File: config.mk
export PLATFORM = sky130hd
export DESIGN_NAME = light_phase_timer_flat
export DESIGN_NICKNAME = d
export VERILOG_FILES = /design/src/rtl/light_pkg.sv /design/src/rtl/light_phase_timer_if.sv /design/src/rtl/light_phase_timer_tick_prescaler.sv /design/src/rtl/light_phase_timer.sv /design/src/flat_wrapper.sv
export SDC_FILE = /design/constraint.sdc
export NUM_CORES = 1
export LEC_CHECK = 0
export CORE_UTILIZATION = 34
export CTS_CLUSTER_DIAMETER = 200
export DETAILED_ROUTE_END_ITERATION = 16
export PLACE_DENSITY = 0.66
export SLEW_MARGIN = 15
export SYNTH_ARGS = -nofsm -noshare
export SYNTH_HDL_FRONTEND = slang
export SYNTH_SLANG_ARGS = --single-unit
File: constraint.sdc
create_clock -name clk -period 3.65 [get_ports clk]
set_clock_uncertainty 0.05 [all_clocks]
set_input_delay 0.5475 -clock clk [delete_from_list [all_inputs] [get_ports clk]]
set_output_delay 0.5475 -clock clk [all_outputs]
set_load 0.01 [all_outputs]
File: src/rtl/light_pkg.sv
// Shared types and default phase durations for the traffic-light road FSMs.
package light_pkg;
  typedef enum logic [1:0] {
    PH_GREEN  = 2'd0,
    PH_YELLOW = 2'd1,
    PH_RED    = 2'd2,
    PH_RSVD   = 2'd3
  } phase_e;

  typedef enum logic {
    T_IDLE = 1'b0,
    T_RUN  = 1'b1
  } timer_state_e;

  localparam int DEF_TICK_DIV = 10;
  localparam int DEF_CW       = 8;
  localparam int DEF_T_GREEN  = 30;
  localparam int DEF_T_YELLOW = 5;
  localparam int DEF_T_RED    = 2;
endpackage

File: src/rtl/light_phase_timer_if.sv
// FSM <-> phase timer request/response bundle.
interface light_phase_timer_if #(parameter int CW = 8);
  import light_pkg::*;
  logic          clk_en;
  logic          start;
  phase_e        phase_sel;
  logic          abort;
  logic          busy;
  logic          timeout;
  logic [CW-1:0] remaining;
  logic          sel_err;

  modport master (output clk_en, start, phase_sel, abort,
                  input  busy, timeout, remaining, sel_err);
  modport slave  (input  clk_en, start, phase_sel, abort,
                  output busy, timeout, remaining, sel_err);
endinterface

File: src/rtl/light_phase_timer_tick_prescaler.sv
// Divides the clk_en stream down to one tick per timer second while running.
module tick_prescaler #(
  parameter int TICK_DIV = 10
) (
  input  logic clk,
  input  logic rst,
  input  logic clr,
  input  logic run,
  input  logic clk_en,
  output logic tick
);
  localparam logic [7:0] LAST = 8'(TICK_DIV - 1);

  logic [7:0] cnt;

  always_ff @(posedge clk) begin
    if (rst || clr)         cnt <= '0;
    else if (run && clk_en) cnt <= (cnt == LAST) ? 8'd0 : cnt + 8'd1;
  end

  assign tick = run && clk_en && (cnt == LAST);
endmodule

File: src/rtl/light_phase_timer.sv
// Phase timer: loads a phase duration on start, counts seconds down, pulses timeout.
module light_phase_timer
  import light_pkg::*;
#(
  parameter int TICK_DIV = DEF_TICK_DIV,
  parameter int CW       = DEF_CW,
  parameter int T_GREEN  = DEF_T_GREEN,
  parameter int T_YELLOW = DEF_T_YELLOW,
  parameter int T_RED    = DEF_T_RED
) (
  input  logic clk,
  input  logic rst,
  light_phase_timer_if.slave bus
);
  localparam int TMAX = (1 << CW) - 1;

  if (TICK_DIV < 1 || TICK_DIV > 255 ||
      T_GREEN  < 1 || T_GREEN  > TMAX ||
      T_YELLOW < 1 || T_YELLOW > TMAX ||
      T_RED    < 1 || T_RED    > TMAX) begin : g_param_chk
    $error("light_phase_timer: illegal TICK_DIV/T_* parameter");
  end

  timer_state_e  state, state_nx;
  logic [CW-1:0] rem, rem_nx, dur;
  logic          tick, load, bad_sel, expire, running;
  logic          timeout_q, timeout_nx, sel_err_q, sel_err_nx;

  assign running = (state == T_RUN);
  // abort wins over start; a reserved phase never loads
  assign load    = bus.start && !bus.abort && (bus.phase_sel != PH_RSVD);
  assign bad_sel = bus.start && !bus.abort && (bus.phase_sel == PH_RSVD);
  assign expire  = running && tick && (rem == CW'(1)) && !load && !bus.abort;

  always_comb begin
    dur = CW'(T_RED);
    unique case (bus.phase_sel)
      PH_GREEN:  dur = CW'(T_GREEN);
      PH_YELLOW: dur = CW'(T_YELLOW);
      default:   dur = CW'(T_RED);
    endcase
  end

  tick_prescaler #(.TICK_DIV(TICK_DIV)) u_pre (
    .clk    (clk),
    .rst    (rst),
    .clr    (bus.abort || load),
    .run    (running),
    .clk_en (bus.clk_en),
    .tick   (tick)
  );

  always_ff @(posedge clk) begin
    if (rst) state <= T_IDLE;
    else     state <= state_nx;
  end

  always_comb begin
    state_nx = state;
    if (bus.abort)   state_nx = T_IDLE;
    else if (load)   state_nx = T_RUN;
    else if (expire) state_nx = T_IDLE;
  end

  always_comb begin
    rem_nx     = rem;
    timeout_nx = expire;
    sel_err_nx = bad_sel;
    if (bus.abort)            rem_nx = '0;
    else if (load)            rem_nx = dur;
    else if (running && tick) rem_nx = rem - CW'(1);
  end

  always_ff @(posedge clk) begin
    if (rst) begin
      rem       <= '0;
      timeout_q <= 1'b0;
      sel_err_q <= 1'b0;
    end else begin
      rem       <= rem_nx;
      timeout_q <= timeout_nx;
      sel_err_q <= sel_err_nx;
    end
  end

  assign bus.busy      = running;
  assign bus.timeout   = timeout_q;
  assign bus.remaining = rem;
  assign bus.sel_err   = sel_err_q;
endmodule

File: src/flat_wrapper.sv
// flat-port wrapper written by rule: the top's interface ports become plain ports
module light_phase_timer_flat import light_pkg::*;
#(
  parameter int TICK_DIV = DEF_TICK_DIV,
  parameter int CW       = DEF_CW,
  parameter int T_GREEN  = DEF_T_GREEN,
  parameter int T_YELLOW = DEF_T_YELLOW,
  parameter int T_RED    = DEF_T_RED
)
  (clk, rst, bus_clk_en, bus_start, bus_phase_sel, bus_abort, bus_busy, bus_timeout, bus_remaining, bus_sel_err);
  light_phase_timer_if #(.CW(CW)) bus_i ();
  input  logic clk;
  input  logic rst;
  input wire logic [$bits(bus_i.clk_en)-1:0] bus_clk_en;
  input wire logic [$bits(bus_i.start)-1:0] bus_start;
  input wire logic [$bits(bus_i.phase_sel)-1:0] bus_phase_sel;
  input wire logic [$bits(bus_i.abort)-1:0] bus_abort;
  output wire logic [$bits(bus_i.busy)-1:0] bus_busy;
  output wire logic [$bits(bus_i.timeout)-1:0] bus_timeout;
  output wire logic [$bits(bus_i.remaining)-1:0] bus_remaining;
  output wire logic [$bits(bus_i.sel_err)-1:0] bus_sel_err;
  assign bus_i.clk_en = bus_clk_en;
  assign bus_i.start = bus_start;
  assign bus_i.phase_sel = bus_phase_sel;
  assign bus_i.abort = bus_abort;
  assign bus_busy = bus_i.busy;
  assign bus_timeout = bus_i.timeout;
  assign bus_remaining = bus_i.remaining;
  assign bus_sel_err = bus_i.sel_err;
  light_phase_timer #(.TICK_DIV(TICK_DIV), .CW(CW), .T_GREEN(T_GREEN), .T_YELLOW(T_YELLOW), .T_RED(T_RED)) u_core (.clk(clk), .rst(rst), .bus(bus_i));
endmodule
==> results of run 1 <==
metal layers:
metal	GRT usage [%]	up-vias	wire length [um]	part of all wire [%]
met5	0	-	0	0
met4	6.62	0	28	1.2
met3	2.53	4	124	5.2
met2	26.0	21	1070	45
met1	21.2	421	1140	48
li1	-	456	-	-
flip-flops by register name, indices dropped and copies added, names as in the netlist:
name / flops
u_core.bus.sel_err: 1
u_core.bus.busy: 1
u_core.bus.remaining: 8
u_core.bus.timeout: 1
u_core.u_pre.cnt: 8
cells by family (layout without fill, tap and decap cells):
logic type | count (synthesis) | count (layout) | share of synthesized area (%)
flops | 19 | 19 | 37.9
xor+xnor | 7 | 7 | 6.10
buf+inv | 6 | 25 | 3.11
mux | 1 | 1 | 0.996
compound gates | 25 | 25 | 15.9
simple gates | 54 | 54 | 31.0
fa+ha+maj | 4 | 4 | 4.98
cells in the mapped netlist, drive strengths merged:
master	count
nand2b	4
nor3	1
nor2	15
and2	1
and3	3
o221a	2
dfxtp	19
a211oi	1
xnor2	1
o21ai	6
a31oi	4
and4	1
o211ai	2
nor4b	3
nand3	3
xor2	6
a21oi	7
or3	2
nor4	2
buf	2
nand4	4
a211o	2
nor2b	1
nor3b	2
mux2i	1
nand2	11
or2	1
inv	4
ha	4
a21o	1
stage by stage:
step | area [sq um] | cells | utilization [%]
floorplan | 1000 | 116 | -
global placement | 1200 | 162 | 43.0
detailed placement | 1200 | 162 | 43.0
CTS | 1220 | 166 | 44.0
global route | 1220 | 166 | 44.0
finish | 1220 | 166 | 44.0
power by group:
part	total (uW)	switching [uW]	internal (uW)
registers	213	2.88	210
logic	43.0	23.2	19.8
clock network	112	69.5	42.6
final cells by class:
type	count	share of cell area [%]
Clock buffer	4	2.15
Inverter	4	1.23
Multi-Input combinational cell	91	48.5
Sequential cell	19	31.1
Tap cell	31	3.17
Timing Repair Buffer	17	13.9
worst reg2reg max path: cells and delay by family, from the launching register on:
family	cells	cell delay, ns
AOI/OAI and AO/OA	1	0.15
adders and majority gates	1	0.19
DFF	1	0.46
and+or+nand+nor	3	0.89
worst max path at each step:
stage                                          to  slack [ns]  cells past startpoint
final                         u_core.u_pre.cnt[1]        1.58                      5
after global placement        u_core.u_pre.cnt[1]        1.27                      5
after floorplan           u_core.bus.remaining[5]        2.05                      6
after CTS                     u_core.u_pre.cnt[1]        1.61                      5
after global routing          u_core.u_pre.cnt[1]        1.49                      5
after detailed placement      u_core.u_pre.cnt[1]        1.27                      5
==> metrics.md, run 1 <==
| Metric | Value |
|---|---|
| CP Class | primary input to register |
| R2R setup slack | 1.84 ns |
| Area growth, synth to finish | 21.8% |
| Fin. max-slew vios | 0 |
| P_leak | 0.000430 uW |
| Final Hold Viols | 0 |
| Fillcell total | 277 |
| Post-route ant nets | 0 |
| Count of input and output buffers | 17 |
| First-pass GRT wire length | 4000 um |
| H-tree levels | 1 |
| Crit path launch | bus_abort |
| Via Count | 902 |
| DR WL/cell | 14.2 um |
| Avg Cell Area, Syn | 8.66 sq um |
| First-pass DRT Iterations | 4 |
| Hold_sp | u_core.bus.remaining[6] |
| Max_cap viols | 0 |
| Synth Register Bits | 19 |
| Syn Std Cell Area | 1000 sq um |
| Most common cell after layout, fill and taps aside | dfxtp_1 |
| Top cells by area, synth | dfxtp_1 38%, nor2_1 5.6%, xor2_1 5.2% |
| Reg2reg end | u_core.bus.remaining[7] |
| Pwr dens | 300 nW/um^2 |
| Period utilization | 56.8% |
| Worst-skew pair later-pin latency | 0.30 ns |
| Worst-path cell chain | clkdlybuf4s50_1, or2_2, a21oi_1, nand2_1, a211oi_1 |
| Die area | 3180 sq um |
| Worst path arrival time | 2.25 ns |
| Crit path launch type | primary input |
| Y dimension of the die | 56.4 um |
| Hold depth | 2 |
| Crit. End Element | register |
| Total Power | 368 uW |
| Hold Crit Endpoint | u_core.bus.remaining[6] |
| Core Region | 2780 sq um |
| Root Buffer | clkbuf_4 |
| CP max FO | 9 |
| RSZ-0062 raised after global routing | no |
| Min-delay worst type | register to register |
| Share of cells above drive strength 1 | 6.67% |
| Synth cell types | 34 |
| Area occupied by multi-input gates | 593 sq um |
| Io pins | 18 |
| Cell family with most CP delay | simple AND/OR/NAND/NOR gates |
| Via/cell ratio | 5.43 |
| CTS Buffer Depth | 2 |
| Setup Buffers After CTS | 0 |
| Sequential area share after synthesis | 37.9% |
| DPL Wire Length | 1720 um |
| DRC viols | 0 |
| Status | finished, final reports clean |
| Sum Neg Setup Slack | 0 ns |
| CP required | 3.83 ns |
| GRT Residual Overflow | 0 |
| Clock Pin Slew Worst Setup and Hold Paths | 0.11 ns |
| Number of CTS-inserted buffers | 3 |
| Die Wd | 56.4 um |
| # diodes | 0 |
| Worst path slowest cell | clkdlybuf4s50_1 |
| Commonest cells after routing, fill and taps aside | 19 x dfxtp_1, 17 x clkdlybuf4s50_1, 15 x nor2_1 |
| CP max stage delay | 0.47 ns |
| WP buf/inv | 1 |
| Fmax | 482 MHz |
| Pre-CTS setup slack | 1.27 ns |
| Worst r2r path cells | 5 |
| Vias in the first global route | 879 |
| Initial antenna violation count | 0 |
| Least-Margin Pin Slew | 0.648 ns |
| Synth area leader | dfxtp_1 |
| Largest net degree at the start of global routing | 12 |
| TritonCTS sink count | 19 |
| Synth top area share | 37.9% |
| GPL Wtd Cong | 0.804 |
| Post_cts resized | 0 |
| Hold slack | 0.465 ns |
| Slew margin rel. | 56.2% |
| Yosys warnings | 0 |
| Cells after Synth | 116 |
| CTS tree | built |
| Detailed-route wire length | 2370 um |
| Reg2reg start | u_core.u_pre.cnt[0] |
| Site Rows | 19 |
| Final min period | 2.07 ns |
| Setup violations, final | 0 |
| Hold buffers post-CTS | 0 |
| Initial DRC count | 23 |
| Mapped Nets | 127 |
| Peak supply drop | 0.171 mV |
| Initial core utilization | 36.1% |
| Nets | 147 |
| Reg area | 380 sq um |
| Setup WS post-layout | 1.58 ns |
| GRT Total Usage | 16.0% |
(Power assumes the default switching activity.)
==> inputs of run 2 (changes only) <==
- PLACE_DENSITY: 0.66 -> 0.68
- clock period: 3.65 -> 1.7 ns (I/O delays scaled with it)
==> run 2 against run 1 <==
Compared with the run above: setup slack worse by 1.5 ns; count of clock-buffer cells in the layout down 1; sequential share of layout area is 3.2 points lower; critical path depth down 4; flip-flop and latch count unchanged; die area is the same; worst hold slack improved by 0.0094 ns; critical endpoint is now bus_remaining[2]; largest cell class unchanged.
==> metrics.md, run 2 (synthesis results as in run 1) <==
| Metric | Value |
|---|---|
| Status | finished, final reports clean |
| DPL Wire Length | 2020 um (+18%) |
| Instance count on the critical path | 1 (-4) |
| H-tree levels | 1 (unchanged) |
| Max_cap viols | 0 (unchanged) |
| Worst-skew pair later-pin latency | 0.31 ns (about the same) |
| Least-Margin Pin Slew | 0.406 ns (-0.242 ns) |
| Detailed-route wire length | 2670 um (+13%) |
| Hold depth | 2 (unchanged) |
| Clock Pin Slew Worst Setup and Hold Paths | 0.12 ns (about the same) |
| Via/cell ratio | 5.43 (about the same) |
| # diodes | 0 (unchanged) |
| Most common cell after layout, fill and taps aside | buf_4 |
| Grt met1 use | 20.4% (-0.77 points) |
| Period utilization | 97.2% |
| CP max stage delay | 0.58 ns (+0.11 ns) |
| Nets | 166 (+13%) |
| Vias in the first global route | 989 (+13%) |
| Share of cells above drive strength 1 | 21.4% (+15 points) |
| GRT Total Usage | 17.5% (+1.4 points) |
| Fmax | 605 MHz |
| Initial antenna violation count | 0 (unchanged) |
| DR WL/cell | 14.4 um (+1.4%) |
| CTS Buffer Depth | 2 (unchanged) |
| First-pass DRT Iterations | 4 (unchanged) |
| Initial core utilization | 36.1% (unchanged) |
| RSZ-0062 raised after global routing | no |
| Core Region | 2780 sq um (unchanged) |
| Pre-CTS setup slack | -0.142 ns (-1.41 ns) |
| Largest net degree at the start of global routing | 12 (unchanged) |
| GPL Wtd Cong | 0.813 (+1.1%) |
| Crit path launch type | register |
| CP max FO | 5 (-4) |
| GRT Residual Overflow | 0 (unchanged) |
| Commonest cells after routing, fill and taps aside | 19 x buf_4, 17 x clkdlybuf4s50_1, 17 x dfxtp_1 |
| Setup violations, final | 0 (unchanged) |
| Fin util | 49.7% (+5.7 points) |
| Root Buffer | clkbuf_4 |
| Initial DRC count | 40 (+74%) |
| Hold buffers post-CTS | 0 (unchanged) |
| Worst path arrival time | 1.35 ns (-0.90 ns) |
| Fin. max-slew vios | 0 (unchanged) |
| Peak supply drop | 0.443 mV (+160%) |
| Worst-path cell chain | clkdlybuf4s50_1 |
| CP required | 1.39 ns (-2.44 ns) |
| Die Wd | 56.4 um (unchanged) |
| WP buf/inv | 1 (unchanged) |
| Met2 Usage GRT | 31.1% (+5.1 points) |
| Post-route ant nets | 0 (unchanged) |
| Worst path slowest cell | clkdlybuf4s50_1 |
| CP Class | register to output pin |
| DRC viols | 0 (unchanged) |
| Area growth, synth to finish | 37.5% |
| Y dimension of the die | 56.4 um (unchanged) |
| CTS tree | built |
| Setup WS post-layout | 0.0468 ns (-1.53 ns) |
| TritonCTS sink count | 19 (unchanged) |
| Final Hold Viols | 0 (unchanged) |
| Via Count | 1,005 (+11%) |
| M3 GR Usage | 3.23% (+0.69 points) |
| Number of CTS-inserted buffers | 3 (unchanged) |
| Final min period | 1.65 ns |
| Worst r2r path cells | 6 (+1) |
| R2R setup slack | 0.11 ns (-1.73 ns) |
| P_leak | 0.000528 uW (+23%) |
| Count of input and output buffers | 17 (unchanged) |
| Slew margin rel. | 72.7% (+17 points) |
| Pwr dens | 595 nW/um^2 (+98%) |
| First-pass GRT wire length | 4320 um (+7.9%) |
| Min-delay worst type | register to register |
| Site Rows | 19 (unchanged) |
| Die area | 3180 sq um (unchanged) |
| Io pins | 18 (unchanged) |
| Grt peak-use layer | met2 |
| Crit. End Element | output pin |
| Cell family with most CP delay | buffers and inverters |
run 2: cell count changes in the layout (fill, tap and decap cells not counted), sizes merged:
cell	before	now
buf	0	19
clkbuf	4	3
clkinv	0	1
run 2: path summary, 6_finish.rpt:
path / start / end
max: u_core.bus.remaining[2] / bus_remaining[2]
max reg2reg: u_core.u_pre.cnt[1] / u_core.bus.timeout
min: u_core.bus.remaining[6] / u_core.bus.remaining[6]
min reg2reg: u_core.bus.remaining[6] / u_core.bus.remaining[6]
run 2: cell type report:
cell class                      count  area [sq um]
Multi-Input combinational cell     91           602
Sequential cell                    19           385
Clock buffer                        3          22.5
Inverter                            4          15.0
Tap cell                           31          38.8
Timing Repair Buffer               36           313
Clock inverter                      1          5.00
Fill cell                         272          1400
run 2: report_power, final:
group	leakage [uW]	switching, uW	internal [uW]	total, uW
sequential	0.000155	6.54	449	455
combinational	0.000355	56.2	64.0	120
clock	0.0000177	158	88.0	246
run 2: worst reg2reg max path: cells and delay by family (launching register included):
kind          cells  cell delay [ns]
simple gates      3             0.71
fa+ha+maj         1             0.13
buf+inv           2             0.23
flops             1             0.36
run 2: through the flow:
stage | instances | area, sq um | total power (uW) | hold WS (ns) | setup TNS [ns]
after floorplan | 116 | 1000 | 514 | 0.281 | 0
after global placement | 180 | 1330 | 579 | 0.430 | -0.445
after detailed placement | 180 | 1330 | 582 | 0.461 | -1.03
after CTS | 184 | 1360 | 826 | 0.478 | 0
after global routing | 185 | 1380 | 861 | 0.492 | 0
final | 185 | 1380 | 822 | 0.475 | 0
run 2: timing repair:
item	4_1_cts	5_1_grt
resized for setup	0	5
buffers inserted	0	1
endpoints found under the setup margin	0	14
run 2: routing by layer:
metal | vias up | share of wire, %
li1 | 492 | -
met1 | 480 | 45
met2 | 29 | 49
met3 | 4 | 4.8
met4 | 0 | 1.1
met5 | - | 0
==> inputs of run 3 (changes only) <==
- ABC_AREA: default -> 1
- CTS_BUF_LIST: default -> sky130_fd_sc_hd__clkbuf_16
- PLACE_DENSITY: 0.68 -> 0.67
==> run 3 against run 2 <==
Compared with the run above: the flow now finishes with violations (design-rule violations); non-clock buffer count decreased by 12; die area is 6.0% higher; setup slack better by 0.095 ns; critical path depth up 6; global-route usage shrank 0.86 points; synthesized area rose by 6.2%; critical path type is now primary input to register.
==> metrics.md, run 3 <==
| Metric | Value |
|---|---|
| Status | finished with violations |
| Failing checks | design-rule violations |
| Yosys warnings | 0 (unchanged) |
| Placed Cells | 213 (+18%) |
| Count leader, synth | nand2_1 |
| Crit path launch | bus_abort |
| GPL Wtd Cong | 0.912 (+12%) |
| GRT Total Usage | 16.6% (-0.86 points) |
| List of most frequent post-synthesis cells | 33 x nand2_1, 25 x inv_1, 24 x nor2_1 |
| Syn Std Cell Area | 1070 sq um (+6.2%) |
| Site Rows | 19 (unchanged) |
| DRC viols | 1 (+1) |
| Min-delay worst type | register to register |
| Post_cts resized | 0 (unchanged) |
| Period utilization | 91.6% (-5.6 points) |
| Mapped Nets | 169 (+33%) |
| Final min period | 1.56 ns (-0.0955 ns) |
| Die Wd | 58.0 um (+3.0%) |
| Fin. max-slew vios | 0 (unchanged) |
| Crit. End Element | register |
| Synth Area in Compound Gates | 9.73% (-6.2 points) |
| GRT Residual Overflow | 0 (unchanged) |
| Hold_sp | u_core.u_pre.cnt[0] |
| Setup Buffers After CTS | 0 (unchanged) |
| Number of synthesized flops with an enable pin | 0 (unchanged) |
| Initial core utilization | 37.4% (+1.3 points) |
| Via/cell ratio | 4.98 (-8.3%) |
| Clock Pin Slew Worst Setup and Hold Paths | 0.06 ns (-0.06 ns) |
| Asr flop ratio synth | 0% (unchanged) |
| Worst-skew pair later-pin latency | 0.25 ns (-0.06 ns) |
| CTS tree | built |
| Area growth, synth to finish | 31.9% |
| Post-synthesis xor/xnor area fraction | 0% (-6.1 points) |
| Final cell count without fillers | 217 (+17%) |
| Root Buffer | clkbuf_16 |
| Io pins | 18 (unchanged) |
| Fmax | 642 MHz (+6.1%) |
| Switch Pwr | 239 uW (+8.2%) |
| Synth Register Bits | 19 (unchanged) |
| DR WL/cell | 11.2 um (-23%) |
| P_leak | 0.000602 uW (+14%) |
| Sum Neg Setup Slack | 0 ns (unchanged) |
| Commonest cells after routing, fill and taps aside | 33 x nand2_1, 26 x inv_1, 24 x nor2_1 |
| Crit path launch type | primary input |
| Synth top area share | 35.6% (-2.2 points) |
| Cells after Synth | 158 (+36%) |
| Synth cell types | 22 (-35%) |
| CP most frequent cell | nand2_1 |
| Initial antenna violation count | 0 (unchanged) |
| Via Count | 1,081 (+7.6%) |
| Die area | 3370 sq um (+6.0%) |
| CTS Buffer Depth | 2 (unchanged) |
| Initial DRC count | 30 (-25%) |
| TritonCTS sink count | 19 (unchanged) |
| Final instance area | 1410 sq um (+1.9%) |
| Mux share of post-synthesis cell area | 0% (-1.0 points) |
| Gate power share | 10.0% (-4.6 points) |
| First-pass GRT wire length | 4150 um (-3.8%) |
| DPL Wire Length | 1930 um (-4.8%) |
| H-tree levels | 1 (unchanged) |
| Synth area leader | dfxtp_1 |
| Nets | 198 (+19%) |
| Core Region | 2850 sq um (+2.6%) |
| CP max FO | 8 (+3) |
| Sw Share | 22.8% (-4.1 points) |
| Post-route ant nets | 0 (unchanged) |
| Most common cell after layout, fill and taps aside | nand2_1 |
| Max_cap viols | 0 (unchanged) |
| Largest net degree at the start of global routing | 11 (-1) |
| First-pass DRT Iterations | 10 (+6) |
| Number of CTS-inserted buffers | 3 (unchanged) |
| Final Hold Viols | 0 (unchanged) |
| Cell Int Power | 811 uW (+35%) |
| Vias in the first global route | 988 (-0.10%) |
| Pwr dens | 746 nW/um^2 (+25%) |
| Count of input and output buffers | 17 (unchanged) |
| Avg Cell Area, Syn | 6.75 sq um (-22%) |
| CP max stage delay | 0.50 ns (-0.08 ns) |
| Share of cells above drive strength 1 | 12.4% (-9.1 points) |
| # diodes | 0 (unchanged) |
| Total Power | 1050 uW (+28%) |
| Peak supply drop | 0.354 mV (-20%) |
| Worst path arrival time | 1.68 ns (+0.33 ns) |
| Worst-path cell chain | clkdlybuf4s50_1, nor2_1, nand2_1, nand2_1, nor2_2, inv_2, o22ai_1 |
| Detailed-route wire length | 2430 um (-9.1%) |
| Hold buffers post-CTS | 0 (unchanged) |
| Simple-Gate Fraction of Synth Area | 40.1% (+9.1 points) |
| Worst path slowest cell | clkdlybuf4s50_1 |
| Reg2reg start | u_core.u_pre.cnt[1] |
| CP Class | primary input to register |
| Cell Area, Placed | 1330 sq um (-0.28%) |
| Setup violations, final | 0 (unchanged) |
| Y dimension of the die | 58.0 um (+3.0%) |
| Power share of the clock group | 46.6% (+17 points) |
| Top cells by area, synth | dfxtp_1 36%, nand2_1 12%, inv_1 8.8% |
| Sequential area share after synthesis | 35.6% (-2.2 points) |
| Least-Margin Pin Slew | 0.361 ns (-0.0449 ns) |
| RSZ-0062 raised after global routing | no |
| Slew margin rel. | 75.7% (+3.0 points) |
| Area share of fa/ha/maj cells after synthesis | 4.69% (-0.29 points) |
| CP required | 1.82 ns (+0.43 ns) |
| Largest family of logic cells by synthesized area | simple AND/OR/NAND/NOR gates |
| Seq pwr share | 43.4% (-12 points) |
| Ys flop type | dfxtp_1 |
==> run 3: cell types whose count changed in the layout (fill, tap and decap cells not counted), sizes merged, moves of 5 or more <==
| cell | delta |
|---|---|
| nand3 | +13 |
| nand2 | +22 |
| o21ai | +5 |
| buf | -12 |
| xor2 | -6 |
| inv | +25 |
| nor2 | +13 |
==> run 3: final cells by class <==
type                            count  area, sq um
Clock buffer                        3         75.1
Clock inverter                      1         3.75
Fill cell                         288         1450
Inverter                           28          105
Multi-Input combinational cell    111          582
Sequential cell                    19          380
Tap cell                           31         38.8
Timing Repair Buffer               24          223
==> run 3: cells by family (layout without fill, tap and decap cells) <==
group,Yosys count,in the layout
compound gates,20,20
fa+ha+maj,4,4
buf+inv,28,56
flops,19,19
simple gates,87,87
==> run 3: metal layers <==
metal  vias to the layer above  routed length, um  track usage [%]
met3                        11                 85             4.91
met2                        21               1180             27.3
met1                       486               1060             18.3
li1                        563                  -                -
met5                         -                  0                0
met4                         0                105             11.9
==> run 3: final timing paths <==
check	end	cells past startpoint	slack (ns)
max	u_core.bus.remaining[1]	7	0.14
min	u_core.u_pre.cnt[0]	2	0.45
max reg2reg	u_core.bus.remaining[1]	7	0.25
min reg2reg	u_core.u_pre.cnt[0]	2	0.45
==> run 3: power by group through the flow <==
stage / logic, uW / registers [uW] / clock network (uW)
global route: 117 / 456 / 509
global placement: 100 / 465 / 0
floorplan: 55.0 / 466 / 0
CTS: 105 / 455 / 495
finish: 105 / 455 / 489
detailed placement: 104 / 465 / 0
==> run 3: critical path, delay by kind of cell <==
kind            cells  cell delay, ns
simple gates        4            0.66
buf+inv             2            0.61
compound gates      1            0.15
==> run 3: stage by stage <==
stage | utilization, % | hold WS [ns] | worst slack, ns
final | 49.3 | 0.452 | 0.142
after CTS | 49.3 | 0.449 | 0.127
after floorplan | - | 0.277 | 0.378
after global routing | 49.3 | 0.487 | 0.0130
after global placement | 46.6 | 0.441 | -0.0512
after detailed placement | 46.6 | 0.440 | -0.122
